$ cat src/rtl/instr_fetch_if.sv
// instr_fetch_if
//   Bundles every signal between the fetch unit and its neighbours other than
//   clk/reset: the decode-side control inputs, the instruction-memory request
//   channel and the registered instruction presented to decode.
//   Ports (as seen by the fetch unit, modport master):
//     stall        in   decode cannot accept; hold presented instruction
//     flush        in   redirect; kill in-flight and presented instruction
//     redirect_pc  in   new fetch address, sampled when flush=1
//     imem_req     out  instruction memory request valid
//     imem_addr    out  word-aligned request address
//     imem_ack     in   response for the current request
//     imem_rdata   in   fetched instruction word
//     instr        out  registered instruction to decode
//     pc_out       out  registered address of instr
//     next_pc_out  out  registered pc_out + 4
//     valid_out    out  instr/pc_out/next_pc_out hold a live instruction
//   modport slave is the mirror image, used by the memory/decode environment.
interface instr_fetch_if;
  logic        stall;
  logic        flush;
  logic [31:0] redirect_pc;
  logic        imem_req;
  logic [31:0] imem_addr;
  logic        imem_ack;
  logic [31:0] imem_rdata;
  logic [31:0] instr;
  logic [31:0] pc_out;
  logic [31:0] next_pc_out;
  logic        valid_out;

  modport master (
    input  stall, flush, redirect_pc, imem_ack, imem_rdata,
    output imem_req, imem_addr, instr, pc_out, next_pc_out, valid_out
  );

  modport slave (
    output stall, flush, redirect_pc, imem_ack, imem_rdata,
    input  imem_req, imem_addr, instr, pc_out, next_pc_out, valid_out
  );
endinterface

$ cat src/rtl/instr_fetch.sv
// instr_fetch
//   Single-outstanding-request instruction fetch stage. Issues word fetches to
//   instruction memory, presents one registered instruction per cycle to
//   decode, honours decode back-pressure (stall) and redirects (flush).
//   A one-entry buffer absorbs a response that arrives while decode stalls;
//   a response belonging to a request that was in flight when a flush hit is
//   waited for and dropped so the memory handshake is never abandoned.
//   Ports:
//     clk    in   rising-edge clock
//     reset  in   asynchronous active-high reset
//     bus    instr_fetch_if.master  (memory request channel + decode side)
//   Parameter:
//     RESET_PC   first fetch address after reset
module instr_fetch #(
  parameter logic [31:0] RESET_PC = 32'h0000_0000
) (
  input  logic           clk,
  input  logic           reset,
  instr_fetch_if.master  bus
);

  localparam logic [31:0] NOP = 32'h0000_0013;

  // FETCH:   request outstanding at fetch_pc
  // HOLD:    response buffered while decode stalls; no request
  // DISCARD: request at a stale address still outstanding; its data is dropped
  typedef enum logic [1:0] {FETCH, HOLD, DISCARD} state_t;

  state_t      state_reg, state_next;
  logic [31:0] fetch_pc_reg, fetch_pc_next;
  logic [31:0] stale_addr_reg, stale_addr_next;
  logic [31:0] buf_instr_reg, buf_instr_next;
  logic [31:0] buf_pc_reg, buf_pc_next;
  logic [31:0] instr_reg, instr_next;
  logic [31:0] pc_reg, pc_next;
  logic [31:0] npc_reg, npc_next;
  logic        valid_reg, valid_next;

  // Request lines come straight from state so the address is stable for the
  // whole life of a request; reset forces the request low immediately.
  assign bus.imem_req    = ~reset & (state_reg != HOLD);
  assign bus.imem_addr   = (state_reg == DISCARD) ? stale_addr_reg : fetch_pc_reg;
  assign bus.instr       = instr_reg;
  assign bus.pc_out      = pc_reg;
  assign bus.next_pc_out = npc_reg;
  assign bus.valid_out   = valid_reg;

  always_ff @(posedge clk or posedge reset) begin
    if (reset) begin
      state_reg      <= FETCH;
      fetch_pc_reg   <= RESET_PC;
      stale_addr_reg <= 32'h0;
      buf_instr_reg  <= 32'h0;
      buf_pc_reg     <= 32'h0;
      instr_reg      <= NOP;
      pc_reg         <= 32'h0;
      npc_reg        <= 32'h0;
      valid_reg      <= 1'b0;
    end else begin
      state_reg      <= state_next;
      fetch_pc_reg   <= fetch_pc_next;
      stale_addr_reg <= stale_addr_next;
      buf_instr_reg  <= buf_instr_next;
      buf_pc_reg     <= buf_pc_next;
      instr_reg      <= instr_next;
      pc_reg         <= pc_next;
      npc_reg        <= npc_next;
      valid_reg      <= valid_next;
    end
  end

  always_comb begin
    state_next      = state_reg;
    fetch_pc_next   = fetch_pc_reg;
    stale_addr_next = stale_addr_reg;
    buf_instr_next  = buf_instr_reg;
    buf_pc_next     = buf_pc_reg;
    instr_next      = instr_reg;
    pc_next         = pc_reg;
    npc_next        = npc_reg;
    valid_next      = valid_reg;

    // A redirect wins over stall and ack in every state: kill what decode
    // sees, drop any buffered response and restart at redirect_pc.
    if (bus.flush) begin
      valid_next     = 1'b0;
      instr_next     = NOP;
      fetch_pc_next  = bus.redirect_pc;
      buf_instr_next = 32'h0;
      buf_pc_next    = 32'h0;
    end

    case (state_reg)
      FETCH: begin
        if (bus.flush) begin
          // Request still pending: keep presenting the old address until the
          // memory answers, then throw that answer away.
          if (!bus.imem_ack) begin
            stale_addr_next = fetch_pc_reg;
            state_next      = DISCARD;
          end
        end else if (bus.imem_ack) begin
          fetch_pc_next = fetch_pc_reg + 32'd4;
          if (bus.stall) begin
            buf_instr_next = bus.imem_rdata;
            buf_pc_next    = fetch_pc_reg;
            state_next     = HOLD;
          end else begin
            instr_next = bus.imem_rdata;
            pc_next    = fetch_pc_reg;
            npc_next   = fetch_pc_reg + 32'd4;
            valid_next = 1'b1;
          end
        end else if (!bus.stall) begin
          valid_next = 1'b0;
        end
      end
      HOLD: begin
        if (bus.flush) begin
          state_next = FETCH;
        end else if (!bus.stall) begin
          instr_next = buf_instr_reg;
          pc_next    = buf_pc_reg;
          npc_next   = buf_pc_reg + 32'd4;
          valid_next = 1'b1;
          state_next = FETCH;
        end
      end
      DISCARD: begin
        // A flush here only retargets fetch_pc (handled above); the stale
        // request must still complete before a new one can be issued.
        if (bus.imem_ack) begin
          state_next = FETCH;
        end
      end
      default: state_next = FETCH;
    endcase
  end

endmodule

$ cat src/flat_wrapper.sv
// flat-port wrapper written by rule: the top's interface ports become plain ports
module instr_fetch_flat 
#(
  parameter logic [31:0] RESET_PC = 32'h0000_0000
)
  (clk, reset, bus_stall, bus_flush, bus_redirect_pc, bus_imem_ack, bus_imem_rdata, bus_imem_req, bus_imem_addr, bus_instr, bus_pc_out, bus_next_pc_out, bus_valid_out);
  instr_fetch_if bus_i ();
  input  logic clk;
  input  logic reset;
  input wire logic [$bits(bus_i.stall)-1:0] bus_stall;
  input wire logic [$bits(bus_i.flush)-1:0] bus_flush;
  input wire logic [$bits(bus_i.redirect_pc)-1:0] bus_redirect_pc;
  input wire logic [$bits(bus_i.imem_ack)-1:0] bus_imem_ack;
  input wire logic [$bits(bus_i.imem_rdata)-1:0] bus_imem_rdata;
  output wire logic [$bits(bus_i.imem_req)-1:0] bus_imem_req;
  output wire logic [$bits(bus_i.imem_addr)-1:0] bus_imem_addr;
  output wire logic [$bits(bus_i.instr)-1:0] bus_instr;
  output wire logic [$bits(bus_i.pc_out)-1:0] bus_pc_out;
  output wire logic [$bits(bus_i.next_pc_out)-1:0] bus_next_pc_out;
  output wire logic [$bits(bus_i.valid_out)-1:0] bus_valid_out;
  assign bus_i.stall = bus_stall;
  assign bus_i.flush = bus_flush;
  assign bus_i.redirect_pc = bus_redirect_pc;
  assign bus_i.imem_ack = bus_imem_ack;
  assign bus_i.imem_rdata = bus_imem_rdata;
  assign bus_imem_req = bus_i.imem_req;
  assign bus_imem_addr = bus_i.imem_addr;
  assign bus_instr = bus_i.instr;
  assign bus_pc_out = bus_i.pc_out;
  assign bus_next_pc_out = bus_i.next_pc_out;
  assign bus_valid_out = bus_i.valid_out;
  instr_fetch #(.RESET_PC(RESET_PC)) u_core (.clk(clk), .reset(reset), .bus(bus_i));
endmodule
$ cat config.mk
export PLATFORM = sky130hd
export DESIGN_NAME = instr_fetch_flat
export DESIGN_NICKNAME = d
export VERILOG_FILES = /design/src/rtl/instr_fetch_if.sv /design/src/rtl/instr_fetch.sv /design/src/flat_wrapper.sv
export SDC_FILE = /design/constraint.sdc
export NUM_CORES = 1
export LEC_CHECK = 0
export CAP_MARGIN = 20
export CORE_ASPECT_RATIO = 0.7
export CORE_UTILIZATION = 48
export DETAILED_ROUTE_END_ITERATION = 10
export PLACE_DENSITY = 0.87
export SYNTH_ARGS = -nofsm -noshare
export SYNTH_HDL_FRONTEND = slang
export SYNTH_SLANG_ARGS = --single-unit
$ cat constraint.sdc
create_clock -name clk -period 8.5 [get_ports clk]
set_clock_uncertainty 0.2 [all_clocks]
set_input_delay 2.55 -clock clk [delete_from_list [all_inputs] [get_ports clk]]
set_output_delay 2.55 -clock clk [all_outputs]
set_load 0.005 [all_outputs]
==> metrics.txt <==
CTS tree built; CTS Hold Buffers Added 0; core outline area 22910 um^2; CTS Sinks 225; family with the most delay on the worst path buffers and inverters; later-pin clock latency in the skew report 510 ps; crit path DAT 3630 ps; post-synth top area cell dfrtp_1; Final nets 1431; post-synth top area share 48.97%; die width 185.7 um; switching part of the total 27.33%; Post-Place Cell Area 13450 um^2; Starting Density 49.52%; most frequent cells after synthesis nand2_1, dfrtp_1, clkbuf_1, o21ai_0, a21oi_1; Area contributors post-synth dfrtp_1, nand2_1, mux2_2; n_diodes 0; initial drt markers 1096; Reg2Reg Setup Slack 5180 ps; post-synth net total 1306; aggregate global-route resource usage 27.10%; fin util 62.32%; Tcrit/Tclk final 75.11%; post-CTS sizing 0; worst slew pin tran 1018 ps; DRT Wirelength 33130 um; Total Power 3.180 mW; drt via density 5.842; die height 130.6 um; port buffer count 198; die area 24260 um^2; status complete, no violations; setup violators final 0; first-pass GRT wire length 51330 um; ratio of cells with drive above 1 in the final layout 11.05%; Leakage 5.740 nW; crit path cell chain clkdlybuf4s50_1 > nor2_1 > clkdlybuf4s50_1; Fmax 156.6 MHz; routed len/inst 19.63 um; gpl congestion 0.8627; worst rel slew slack 32.12%; minimum clock period 6384 ps; Sequential Power Share 43.5%; pre-CTS WS 2109 ps; Post-synth EDFFs 0; setup_tns 0 ps; Setup WS post-layout 2116 ps; Vias 9862; # rows 46; CP Capture Type output pin; DPL Wire Length 21760 um; PwrDens 222.7 nW/um^2; Synth Cell Area 11340 um^2; Logic pwr share 21.3%; sequential area share after synthesis 49.67%; WP data required 5750 ps; largest net degree at the start of global routing 130; Design Area, Final 14280 um^2; DRC Markers 0; area delta synth->final 25.85%; worst-path maximum fanout 2; remaining global-route overflow 0; post-CTS setup buffer count 0; CTS max path bufs 3; Top FF cell, synth dfrtp_1; CP most frequent cell clkdlybuf4s50_1; Hold Crit Class reg -> reg; RSZ-0062 raised after global routing false; nature of the critical path startpoint primary input; Net Sw Power 0.8690 mW; Min Hold Slack 279.4 ps; max-cap check violation count 0; Finished Layout Cells 1688; H-tree depth 1; Slew Viols, Final 0; Crit-path slowest cell clkdlybuf4s50_1; vias in the first global route 9419; syn_area_per_cell 9.185 um^2; Post-DRT Antenna Nets 0; Clock Power Share 35.2%; Crit Path Class in -> out; placed insts 1647; Syn Inst Count 1235; CTS buffer count 23; Internal Power 2.310 mW; first-pass iteration count of the detailed router 7; I/O pin count 199; final hold vios 0; Distinct cells, synth 53; clock slew at reported path FFs 60 ps; most frequent cell after synthesis nand2_1; Synth Warn # 0; flops & latches, synth 225; initial antenna violation count 0; Async S/R FF share, synth 100.0%; Max rail drop VDD 0.0001280 V; Root Buffer Master clkbuf_16; CP bufs+invs 2; slowest stage delay, CP 500 ps
## tightest hold or removal path, cell delays in order, from the launching register on
cell     delay, ps
dfrtp_1        340
nand2_1         50
o21ai_0         60
## layer usage
| layer | track usage [%] | vias to the layer above | routed length (um) |
|---|---|---|---|
| li1 | - | 4472 | - |
| met1 | 39.27 | 4785 | 14640 |
| met2 | 40.80 | 512 | 14330 |
| met3 | 5.737 | 93 | 3218 |
| met4 | 8.341 | 0 | 947 |
| met5 | 0 | - | 0 |
## worst paths after layout
kind | startpoint | endpoint | cells after the start
worst min register to register | u_core.bus.instr[7] | u_core.bus.instr[7] | 2
worst min-delay path | u_core.bus.instr[7] | u_core.bus.instr[7] | 2
worst max register to register | u_core.state_reg[0] | u_core.buf_pc_reg[25] | 7
max in group asynchronous | reset | u_core.bus.instr[5] | 3
min in group asynchronous | reset | u_core.stale_addr_reg[7] | 2
worst max-delay path | reset | bus_imem_req | 3
## kinds of logic after synthesis
kind of cell / Yosys count / synth area share [%]
xor gates and xnor gates: 78 / 6.023
buffers and inverters: 121 / 4.423
adders and majority gates: 2 / 0.2206
DFF: 225 / 49.67
AOI/OAI and AO/OA: 240 / 12.60
and+or+nand+nor: 493 / 19.63
muxes: 76 / 7.434
## power groups by stage
stage               combinational, mW  sequential, mW  clock [mW]
floorplan                       0.344            1.33           0
global placement                0.653            1.39           0
detailed placement              0.674            1.40           0
CTS                             0.681            1.38        1.13
global route                    0.739            1.40        1.17
finish                          0.676            1.38        1.12
## final cells by class
type,count,area (um^2)
tap,312,390.4
inverter,6,26.28
timing repair buffer,215,2147
sequential,225,5634
multi-input combinational,889,5249
fill,1862,8631
clock inverter,9,170.2
clock buffer,32,659.4
## cell usage in the layout, fill, tap and decap left out, types with 10 or more instances in the layout
cell             count
nand2_1            304
nand4_1             21
nand3_1             33
clkbuf_16           23
a22oi_1             29
mux2i_1             10
xnor2_1             27
clkdlybuf4s50_1    197
a21oi_1             69
o21ai_0             72
nor3_1              12
buf_4               15
dfrtp_1            222
nor2_1              61
mux2_2              66
a31oi_1             34
xor2_1              51
Power figures use the tool's default switching activity.
